==> config.mk <==
export PLATFORM = sky130hd
export DESIGN_NAME = ex_stage_mc
export DESIGN_NICKNAME = d
export VERILOG_FILES = /design/src/rtl/ex_pkg.sv /design/src/rtl/ex_stage_mc_iter_mult.sv /design/src/rtl/ex_stage_mc.sv
export SDC_FILE = /design/constraint.sdc
export NUM_CORES = 1
export LEC_CHECK = 0
export CAP_MARGIN = 10
export CORE_ASPECT_RATIO = 0.7
export CORE_MARGIN = 3
export CORE_UTILIZATION = 50
export DETAILED_ROUTE_END_ITERATION = 8
export PLACE_DENSITY_LB_ADDON = 0.2
export SKIP_LAST_GASP = 1
export SYNTH_ARGS = -nofsm -noshare
export SYNTH_HDL_FRONTEND = slang
export SYNTH_SLANG_ARGS = --single-unit
==> constraint.sdc <==
create_clock -name clk -period 6.3 [get_ports clk]
set_clock_uncertainty 0.05 [all_clocks]
set_input_delay 1.26 -clock clk [delete_from_list [all_inputs] [get_ports clk]]
set_output_delay 1.26 -clock clk [all_outputs]
set_load 0.01 [all_outputs]
==> src/rtl/ex_pkg.sv <==
// Shared definitions for the multi-cycle execute stage: ALU opcodes, funct codes, FSM states.
// Latency: n/a (types, constants and a pure decode function only).
// Backpressure: n/a.
// Contents: ALUOP_* encodings, FUNCT_* codes, state_e, alu_ctl_e, alu_decode().
package ex_pkg;

  localparam logic [1:0] ALUOP_ADD   = 2'b00;
  localparam logic [1:0] ALUOP_SUB   = 2'b01;
  localparam logic [1:0] ALUOP_RTYPE = 2'b10;
  localparam logic [1:0] ALUOP_OR    = 2'b11;

  localparam logic [5:0] FUNCT_ADD  = 6'h20;
  localparam logic [5:0] FUNCT_SUB  = 6'h22;
  localparam logic [5:0] FUNCT_AND  = 6'h24;
  localparam logic [5:0] FUNCT_OR   = 6'h25;
  localparam logic [5:0] FUNCT_SLT  = 6'h2A;
  localparam logic [5:0] FUNCT_MULT = 6'h18;

  typedef enum logic [1:0] {IDLE, MUL, DONE} state_e;

  typedef enum logic [2:0] {ALU_ADD, ALU_SUB, ALU_AND, ALU_OR, ALU_SLT} alu_ctl_e;

  // Unknown R-type functs fall back to add; multiply is handled outside the ALU.
  function automatic alu_ctl_e alu_decode(input logic [1:0] aluop, input logic [5:0] funct);
    alu_ctl_e c;
    c = ALU_ADD;
    case (aluop)
      ALUOP_ADD: c = ALU_ADD;
      ALUOP_SUB: c = ALU_SUB;
      ALUOP_OR:  c = ALU_OR;
      ALUOP_RTYPE: begin
        case (funct)
          FUNCT_ADD: c = ALU_ADD;
          FUNCT_SUB: c = ALU_SUB;
          FUNCT_AND: c = ALU_AND;
          FUNCT_OR:  c = ALU_OR;
          FUNCT_SLT: c = ALU_SLT;
          default:   c = ALU_ADD;
        endcase
      end
      default: c = ALU_ADD;
    endcase
    return c;
  endfunction

endpackage

==> src/rtl/ex_stage_mc_iter_mult.sv <==
// Iterative shift-add multiplier producing the low XLEN bits of a*b.
// Latency: XLEN step cycles after start; last is high during the final step.
// Backpressure: steps only when step=1 (frozen otherwise); abort clears the step counter.
// Ports: clk, rst, start (load a/b), step, abort, a, b, last, product.
module iter_mult #(
  parameter int XLEN = 32
) (
  input  logic            clk,
  input  logic            rst,
  input  logic            start,
  input  logic            step,
  input  logic            abort,
  input  logic [XLEN-1:0] a,
  input  logic [XLEN-1:0] b,
  output logic            last,
  output logic [XLEN-1:0] product
);
  localparam int CW = (XLEN > 1) ? $clog2(XLEN) : 1;

  logic [CW-1:0]   cnt;
  logic [XLEN-1:0] mcand;
  logic [XLEN-1:0] mplier;
  logic [XLEN-1:0] acc;

  always_ff @(posedge clk) begin
    if (rst) begin
      cnt    <= '0;
      mcand  <= '0;
      mplier <= '0;
      acc    <= '0;
    end else if (abort) begin
      cnt <= '0;
    end else if (start) begin
      cnt    <= '0;
      mcand  <= a;
      mplier <= b;
      acc    <= '0;
    end else if (step) begin
      // Only the low XLEN product bits are kept, so the shifted-out
      // multiplicand bits never matter.
      if (mplier[0]) acc <= acc + mcand;
      mcand  <= mcand << 1;
      mplier <= mplier >> 1;
      cnt    <= cnt + 1'b1;
    end
  end

  assign last    = (cnt == CW'(XLEN - 1));
  assign product = acc;

endmodule

==> src/rtl/ex_stage_mc.sv <==
// Execute stage with forwarding, single-cycle ALU, iterative multiplier and EX/MEM register.
// Latency: 1 cycle for ALU ops, XLEN+1 cycles for multiply (funct 0x18).
// Backpressure: busy holds ID/EX upstream; mem_stall freezes EX/MEM and FSM; flush wins over stall.
// Ports: clk/rst, ID/EX fields (in_valid, pc_4, rs_val, rt_val, sign_ext, indices, wb/mem/alu ctl),
//        forwarding sources (fwd_mem_*, fwd_wb_*), busy, and the registered EX/MEM outputs.
module ex_stage_mc
  import ex_pkg::*;
#(
  parameter int XLEN   = 32,
  parameter int REGW   = 5,
  parameter int FWD_EN = 1
) (
  input  logic            clk,
  input  logic            rst,
  input  logic            in_valid,
  input  logic            mem_stall,
  input  logic            flush,
  input  logic [XLEN-1:0] pc_4,
  input  logic [XLEN-1:0] rs_val,
  input  logic [XLEN-1:0] rt_val,
  input  logic [XLEN-1:0] sign_ext,
  input  logic [REGW-1:0] rs_addr,
  input  logic [REGW-1:0] instr20_16,
  input  logic [REGW-1:0] instr15_11,
  input  logic [1:0]      wb,
  input  logic [2:0]      mem,
  input  logic [1:0]      aluop,
  input  logic            alusrc,
  input  logic            regdst,
  input  logic            fwd_mem_we,
  input  logic            fwd_wb_we,
  input  logic [REGW-1:0] fwd_mem_dst,
  input  logic [REGW-1:0] fwd_wb_dst,
  input  logic [XLEN-1:0] fwd_mem_data,
  input  logic [XLEN-1:0] fwd_wb_data,
  output logic            busy,
  output logic            out_valid,
  output logic [1:0]      wbEX,
  output logic [2:0]      memEX,
  output logic [XLEN-1:0] brDst,
  output logic            zFlag,
  output logic [XLEN-1:0] alu_out,
  output logic [XLEN-1:0] rtEX,
  output logic [REGW-1:0] wrDstEX
);

  state_e          state, state_nxt;
  alu_ctl_e        alu_ctl;
  logic [XLEN-1:0] a_op, rt_op, b_op, alu_res, mul_prod, ex_res, rt_hold;
  logic [REGW-1:0] dst;
  logic            is_mult, mul_start, mul_step, mul_last;
  logic            ld_en, ld_valid, use_mul;

  // MEM beats WB; register 0 is hard-wired and never forwarded.
  function automatic logic [XLEN-1:0] fwd_sel(
    input logic [REGW-1:0] idx,  input logic [XLEN-1:0] rf,
    input logic            m_we, input logic [REGW-1:0] m_dst, input logic [XLEN-1:0] m_dat,
    input logic            w_we, input logic [REGW-1:0] w_dst, input logic [XLEN-1:0] w_dat);
    logic [XLEN-1:0] v;
    v = rf;
    if (FWD_EN != 0 && idx != '0) begin
      if (m_we && m_dst == idx)      v = m_dat;
      else if (w_we && w_dst == idx) v = w_dat;
    end
    return v;
  endfunction

  assign a_op  = fwd_sel(rs_addr, rs_val, fwd_mem_we, fwd_mem_dst, fwd_mem_data,
                         fwd_wb_we, fwd_wb_dst, fwd_wb_data);
  assign rt_op = fwd_sel(instr20_16, rt_val, fwd_mem_we, fwd_mem_dst, fwd_mem_data,
                         fwd_wb_we, fwd_wb_dst, fwd_wb_data);
  assign b_op    = alusrc ? sign_ext : rt_op;
  assign dst     = regdst ? instr15_11 : instr20_16;
  assign is_mult = (aluop == ALUOP_RTYPE) && (sign_ext[5:0] == FUNCT_MULT);
  assign alu_ctl = alu_decode(aluop, sign_ext[5:0]);

  always_comb begin
    alu_res = a_op + b_op;
    case (alu_ctl)
      ALU_SUB: alu_res = a_op - b_op;
      ALU_AND: alu_res = a_op & b_op;
      ALU_OR:  alu_res = a_op | b_op;
      ALU_SLT: alu_res = {{(XLEN-1){1'b0}}, ($signed(a_op) < $signed(b_op))};
      default: alu_res = a_op + b_op;
    endcase
  end

  iter_mult #(.XLEN(XLEN)) u_mult (
    .clk     (clk),
    .rst     (rst),
    .start   (mul_start),
    .step    (mul_step),
    .abort   (flush),
    .a       (a_op),
    .b       (b_op),
    .last    (mul_last),
    .product (mul_prod)
  );

  always_comb begin
    state_nxt = state;
    busy      = mem_stall;
    mul_start = 1'b0;
    mul_step  = 1'b0;
    case (state)
      IDLE: begin
        if (!flush && !mem_stall && in_valid && is_mult) begin
          state_nxt = MUL;
          mul_start = 1'b1;
        end
        // A multiply already in ID/EX must be held even on the cycle it is accepted.
        if (!flush && in_valid && is_mult) busy = 1'b1;
      end
      MUL: begin
        busy = 1'b1;
        if (!flush && !mem_stall) begin
          mul_step = 1'b1;
          if (mul_last) state_nxt = DONE;
        end
      end
      DONE: begin
        if (!flush && !mem_stall) state_nxt = IDLE;
      end
      default: state_nxt = IDLE;
    endcase
    if (flush) state_nxt = IDLE;
  end

  // In DONE the ID/EX fields (pc_4, sign_ext, wb, mem, dst) are still the
  // multiply's because busy held them; only forwarded values can have moved,
  // so the operands and rt were captured at start.
  assign ld_en    = flush || !mem_stall;
  assign use_mul  = (state == DONE);
  assign ld_valid = !flush && ((state == IDLE && in_valid && !is_mult) || state == DONE);
  assign ex_res   = use_mul ? mul_prod : alu_res;

  always_ff @(posedge clk) begin
    if (rst) state <= IDLE;
    else     state <= state_nxt;
  end

  always_ff @(posedge clk) begin
    if (rst)            rt_hold <= '0;
    else if (mul_start) rt_hold <= rt_op;
  end

  always_ff @(posedge clk) begin
    if (rst) begin
      out_valid <= 1'b0;
      wbEX      <= '0;
      memEX     <= '0;
      brDst     <= '0;
      zFlag     <= 1'b0;
      alu_out   <= '0;
      rtEX      <= '0;
      wrDstEX   <= '0;
    end else if (ld_en) begin
      if (ld_valid) begin
        out_valid <= 1'b1;
        wbEX      <= wb;
        memEX     <= mem;
        brDst     <= pc_4 + (sign_ext << 2);
        zFlag     <= (ex_res == '0);
        alu_out   <= ex_res;
        rtEX      <= use_mul ? rt_hold : rt_op;
        wrDstEX   <= dst;
      end else begin
        out_valid <= 1'b0;
        wbEX      <= '0;
        memEX     <= '0;
        brDst     <= '0;
        zFlag     <= 1'b0;
        alu_out   <= '0;
        rtEX      <= '0;
        wrDstEX   <= '0;
      end
    end
  end

endmodule

==> results of run 1 <==
[cell type report]
class | count | area share [%]
multi-input cells | 2070 | 49.9
well taps | 488 | 2.15
repair buffers | 858 | 26.3
inverters | 108 | 1.43
flip-flops and latches | 243 | 17.1
clock inverters | 18 | 0.657
clock buffers | 30 | 2.46
diodes | 1 | 0.00882
[how the worst max path moves through the flow]
stage	startpoint	cells after the start	slack (ps)	endpoint
after CTS	fwd_mem_dst[3]	26	-30	alu_out[31]
after global placement	instr20_16[2]	25	-990	zFlag
after floorplan	instr20_16[2]	22	380	zFlag
after detailed placement	instr20_16[2]	26	-1280	zFlag
final	fwd_mem_dst[0]	26	70	zFlag
after global routing	fwd_mem_dst[0]	31	-120	zFlag
[cell usage in the layout, fill, tap and decap left out, types with 17 or more instances in the layout]
master / Yosys / layout
and3_1: 36 / 34
o211ai_1: 17 / 17
buf_4: 1 / 494
xor2_1: 47 / 47
or3_1: 22 / 22
nor2b_1: 27 / 23
o22ai_1: 71 / 50
ha_1: 166 / 152
a311oi_1: 34 / 33
clkdlybuf4s50_1: 0 / 325
nor2_1: 365 / 362
nand3_1: 46 / 44
nand2_1: 258 / 257
a22oi_1: 48 / 48
xnor2_1: 55 / 53
o22ai_2: 0 / 19
nand2b_1: 24 / 20
a21oi_1: 222 / 212
a21o_1: 46 / 45
a211oi_1: 83 / 78
o21ai_0: 104 / 88
nor3_1: 35 / 33
dfxtp_1: 243 / 243
o22a_1: 71 / 68
inv_1: 108 / 100
clkbuf_16: 0 / 29
o21a_1: 21 / 21
buf_6: 1 / 17
a31oi_1: 19 / 17
[flip-flops by register name, indices dropped and copies added (netlist names)]
signal          cells
u_mult.mplier      32
u_mult.cnt          5
alu_out            32
wbEX                2
memEX               3
rt_hold            32
u_mult.mcand       32
state               2
brDst              32
out_valid           1
wrDstEX             5
u_mult.product     32
zFlag               1
rtEX               32
[stage by stage]
stage,area (sq um),std cells,hold WS (ps)
final,28400,3816,405
after floorplan,19300,2594,391
after CTS,27600,3790,403
after global routing,28400,3815,421
after detailed placement,26300,3730,394
after global placement,26300,3730,388
[cell families after synthesis]
kind of cell / after synthesis / share of synthesized area [%]
mux: 15 / 0.798
simple gates: 901 / 21.2
buf+inv: 281 / 5.59
flops: 243 / 25.2
xor+xnor: 102 / 4.63
fa+ha+maj: 170 / 11.2
compound gates: 882 / 31.3
[power groups by stage]
stage / Clock (mW) / Combinational [mW] / Sequential (mW)
3_5_place_dp: 0 / 1.95 / 1.60
6_report: 1.65 / 2.21 / 1.57
5_1_grt: 1.71 / 2.30 / 1.57
4_1_cts: 1.65 / 2.02 / 1.57
2_1_floorplan: 0 / 0.877 / 1.61
3_3_place_gp: 0 / 1.94 / 1.60
[worst reg2reg max path, delay by kind of cell, from the launching register on]
kind            cells  cell delay [ps]
flops               1              330
xor+xnor            1              170
fa+ha+maj           1              340
simple gates        2              520
mux                 1              330
compound gates      8             2380
[metal layers]
layer  vias to the layer above  share of wire [%]  wire length [um]  track usage [%]
met3                       336                 12             12000             12.5
met1                     11600                 39             37500             57.3
met5                         -              0.018                17                0
met2                      1682                 42             40300             66.5
li1                      10900                  -                 -                -
met4                         2                6.2              5950             21.2
[repair_timing]
| item | 4_1_cts | 5_1_grt |
|---|---|---|
| buffers inserted | 12 | 23 |
| pin swaps | 25 | 57 |
| endpoints found under the hold margin | 0 | 0 |
| gates resized for setup | 69 | 124 |
| setup endpoints to repair | 12 | 8 |
| cloned | 0 | 2 |
==> run_results.csv, run 1 <==
group,metric,value,unit
power_and_ir_drop,clkPwrFrac,30.3,%
clocking,clkSinkCount,243,
layout,synthToLayoutAreaGrowth,47.2,%
layout,drive_above_1_share,21.9,%
hold_path,min_path_cells,2,
logic_synthesis,ys_seq_area_share,25.2,%
detailed_routing,post_drt_wl_per_cell,25.1,um
logic_synthesis,synthFlopType,"dfxtp_1",
logic_synthesis,syn_area,19300,sq um
worst_setup_path,r2r_setup_slack,2050,ps
worst_setup_path,crit_fanout,12,
logic_synthesis,ys_async_sr_fraction,0,%
sta,fin_crit_sh,98.9,%
floorplanning,die_area,41000,sq um
worst_setup_path,crit_arrival,6690,ps
hold_path,min_path_type,"register to register",
floorplanning,ios,342,
logic_synthesis,synth_nets,2997,
global_route,grt_max_degree,103,
global_route,grt_pass1_vias,23300,
power_and_ir_drop,p_int,3.54,mW
sta,timing.setup.tns,0,ps
worst_setup_path,crit_buf_inv,10,
logic_synthesis,yosysMostFrequentCell,"nor2_1",
power_and_ir_drop,ir_drop,0.214,mV
layout,fin_nets,3711,
sta,worstMarginPinSlew,1310,ps
logic_synthesis,synth_top_area_cell,"dfxtp_1",
global_route,grt_use_total,43.8,%
global_route,antenna_found_initial,2,
logic_synthesis,synthTopCellsByCount,"nor2_1, nand2_1, dfxtp_1",
layout,fin_util,75.5,%
logic_synthesis,ys.warnings.count,0,
clocking,clk_latency,570,ps
worst_setup_path,reg2reg_depth,13,
worst_setup_path,cpMostUsedCell,"buf_4",
worst_setup_path,worstSetupPathType,"input pin to register",
global_route,grt-ovfl-total,0,
floorplanning,rows,59,
placed_design,dp_hpwl,72700,um
power_and_ir_drop,swShare,34.8,%
logic_synthesis,synthTopCellsByArea,"dfxtp_1, ha_1, nor2_1, a21oi_1, nand2_1",
sta,fmax,161,MHz
floorplanning,die_x,241,um
sta,slew_headroom,12.6,%
logic_synthesis,ys_ff_latch,243,
floorplanning,core_area,37600,sq um
clocking,htreeDepth,1,
detailed_routing,route.final.wire_length,95700,um
logic_synthesis,yosysTopAreaCellShare,25.2,%
logic_synthesis,synth_edf_count,0,
detailed_routing,route.detailed.drc,0,
sta,finalMaxSlewViolations,0,
sta,post-route-min-period,6230,ps
worst_setup_path,reg2reg_to,"u_mult.product[31]",
detailed_routing,first_iter_violations,3288,
placed_design,post-place-ws,-1280,ps
power_and_ir_drop,pwr-share-comb,40.7,%
detailed_routing,ant_nets,0,
clocking,cts_hold_buf,0,
global_route,grt_pass1_wl,138000,um
placed_design,gp_congestion,1.09,
worst_setup_path,slowest_stage,"o41ai_1",
worst_setup_path,crit_required,6760,ps
hold_path,hold_end,"out_valid",
layout,multiInputGateArea,14200,sq um
clocking,clk_path_buf_depth,3,
logic_synthesis,syn_inst,2594,
worst_setup_path,r2r-start,"u_mult.product[2]",
outcome,status,"completed",
clocking,tritoncts,"done",
power_and_ir_drop,p_seq_share,28.9,%
power_and_ir_drop,power,5.42,mW
power_and_ir_drop,p_sw,1.89,mW
floorplanning,start_util,51.3,%
worst_setup_path,slowest_delay,580,ps
detailed_routing,via_count,24500,
hold_path,worstHoldStart,"out_valid",
detailed_routing,dr.pass1.iters,6,
layout,seq_area,4860,sq um
clocking,clock-root-buffer,"clkbuf_16",
sta,final_hold_viol_count,0,
floorplanning,die_h,170,um
clocking,path_clk_slew,60,ps
layout,fillCellCount,2722,
worst_setup_path,setup.worst_path.end_class,"register",
flow_run,drv_cap,0,
detailed_routing,vias_per_cell,6.43,
power_and_ir_drop,p_per_area,191,nW/um^2
worst_setup_path,start_kind,"input pin",
sta,setup_violations,0,
sta,worst_slack,70.2,ps
worst_setup_path,critPathTopFamily,"compound AO/OA/AOI/OAI gates",
logic_synthesis,synth.distinct_cells,96,
logic_synthesis,synth.avg_cell_area,7.43,sq um
placed_design,io_buffers,341,
clocking,cts_made_buffers,27,
power_and_ir_drop,p_leak,11.9,nW
(Power assumes the default switching activity.)
==> inputs of run 2 (changes only) <==
--- a/config.mk
+++ b/config.mk
@@ -10,6 +10,8 @@
 export CORE_MARGIN = 3
 export CORE_UTILIZATION = 50
 export DETAILED_ROUTE_END_ITERATION = 8
+export DONT_BUFFER_PORTS = 1
+export MAX_ROUTING_LAYER = met4
 export PLACE_DENSITY_LB_ADDON = 0.2
 export SKIP_LAST_GASP = 1
 export SYNTH_ARGS = -nofsm -noshare
==> run_results.csv, run 2 (same netlist as run 1, synthesis figures left out) <==
group,metric,value,unit
outcome,status,"completed",
worst_setup_path,setup.worst_path.end_class,"register",
detailed_routing,vias_per_cell,6.54,
sta,post-route-min-period,6130,ps
global_route,antenna_found_initial,8,
placed_design,dp_hpwl,68800,um
sta,fmax,163,MHz
layout,fillCellCount,3405,
sta,worstMarginPinSlew,1160,ps
global_route,grt_pass1_vias,20400,
worst_setup_path,crit_arrival,6590,ps
floorplanning,core_area,37600,sq um
worst_setup_path,crit_required,6760,ps
clocking,cts_made_buffers,26,
sta,fin_crit_sh,97.3,%
clocking,clock-root-buffer,"clkbuf_16",
layout,synthToLayoutAreaGrowth,20.2,%
detailed_routing,dr.pass1.iters,6,
layout,final_common_cell,"buf_4",
clocking,path_clk_slew,70,ps
clocking,clkSinkCount,243,
floorplanning,die_area,41000,sq um
floorplanning,die_x,241,um
worst_setup_path,start_kind,"input pin",
layout,final_cells,3359,
floorplanning,rows,59,
detailed_routing,first_iter_violations,2673,
floorplanning,ios,342,
detailed_routing,route.final.wire_length,88300,um
layout,drive_above_1_share,17.2,%
sta,setup_violations,0,
hold_path,min_path_type,"register to register",
power_and_ir_drop,p_per_area,210,nW/um^2
power_and_ir_drop,power,4.86,mW
sta,timing.setup.tns,0,ps
clocking,htreeDepth,1,
layout,final_cell_mix,"buf_4, nor2_1, nand2_1, dfxtp_1, a21oi_1",
sta,worst_slack,168,ps
worst_setup_path,crit_fanout,9,
global_route,grt_max_degree,229,
worst_setup_path,worstSetupPathType,"input pin to register",
sta,slew_headroom,22.4,%
flow_run,drv_cap,0,
global_route,grt_use_total,42.6,%
placed_design,io_buffers,0,
placed_design,post-place-ws,-648,ps
power_and_ir_drop,ir_drop,0.221,mV
placed_design,gp_congestion,1.04,
floorplanning,die_h,170,um
sta,finalMaxSlewViolations,0,
floorplanning,start_util,51.3,%
layout,fin_nets,3239,
detailed_routing,ant_nets,0,
detailed_routing,via_count,22000,
clocking,clk_path_buf_depth,3,
detailed_routing,route.detailed.drc,0,
global_route,grt_pass1_wl,129000,um
sta,final_hold_viol_count,0,
clocking,tritoncts,"done",
placed_design,place_inst,3292,
power_and_ir_drop,p_leak,9.78,nW
clocking,clk_latency,570,ps
clocking,cts_hold_buf,0,
detailed_routing,post_drt_wl_per_cell,26.3,um
global_route,grt-ovfl-total,0,
## run 2: changes by cell type in the layout (fill, tap and decap cells not counted), sizes merged
cell and change:
buf -130, bufinv -2, clkbuf +1, clkdlybuf4s50 -325
clkinv -6, clkinvlp -1, diode +14, dlygate4sd2 -2
dlymetal6s2s -9, inv +3
## run 2: through the flow
step	instance area, sq um	utilization [%]	hold slack [ps]
floorplan	19300	-	391
global placement	22200	59.0	399
detailed placement	22200	59.0	407
CTS	23000	61.3	416
global route	23200	61.7	447
finish	23200	61.7	422
## run 2: power by group
group	internal (mW)	leakage [nW]	total, mW	switching, mW
clock	0.894	0.434	1.61	0.715
combinational	0.746	7.38	1.67	0.923
sequential	1.56	1.96	1.58	0.0274
## run 2: metal layers
| layer | part of all wire [%] | GRT usage [%] | up-vias | wire length (um) |
|---|---|---|---|---|
| li1 | - | - | 9937 | - |
| met1 | 40 | 54.7 | 10400 | 35400 |
| met2 | 43 | 61.8 | 1315 | 37600 |
| met3 | 11 | 10.8 | 282 | 10000 |
| met4 | 6.0 | 21.9 | 0 | 5290 |
| met5 | 0 | - | - | 0 |
## run 2: final cells by class
class	instances	area, sq um	area share (%)
Multi-Input combinational cell	2070	13500	58.1
Antenna cell	15	37.5	0.162
Sequential cell	243	4860	21.0
Inverter	108	405	1.75
Clock buffer	36	759	3.28
Tap cell	488	611	2.63
Timing Repair Buffer	387	2920	12.6
Clock inverter	12	111	0.481
## run 2: worst paths after layout
kind	from	endpoint	slack [ps]	cells after the start
max	instr20_16[2]	zFlag	170	27
min	u_mult.mplier[24]	u_mult.mplier[23]	420	2
max reg2reg	u_mult.product[3]	u_mult.product[31]	2250	13
min reg2reg	u_mult.mplier[24]	u_mult.mplier[23]	420	2
## run 2: worst max-delay path: stages
cell and delay (ps):
xor2_1 150, nor4_2 300, nand3_1 180, buf_4 190, a21oi_2 180, buf_4 200, buf_4 130, buf_4 140
o22ai_1 110, buf_4 170, o21ai_0 170, buf_4 190, inv_1 80, ha_1 320, buf_4 170, and2_1 200
o2111ai_1 300, or2_2 400, o211ai_1 180, buf_4 160, a21oi_1 120, a21oi_1 170, nor2_1 130, or4_1 600
nor4_4 170, nand4_1 150, nand2_1 80
## run 2: what timing repair did
| item | in CTS | in global routing |
|---|---|---|
| buffers inserted | 0 | 3 |
| setup endpoints to repair | 2 | 5 |
| resized for setup | 2 | 24 |
| pin swaps | 0 | 5 |
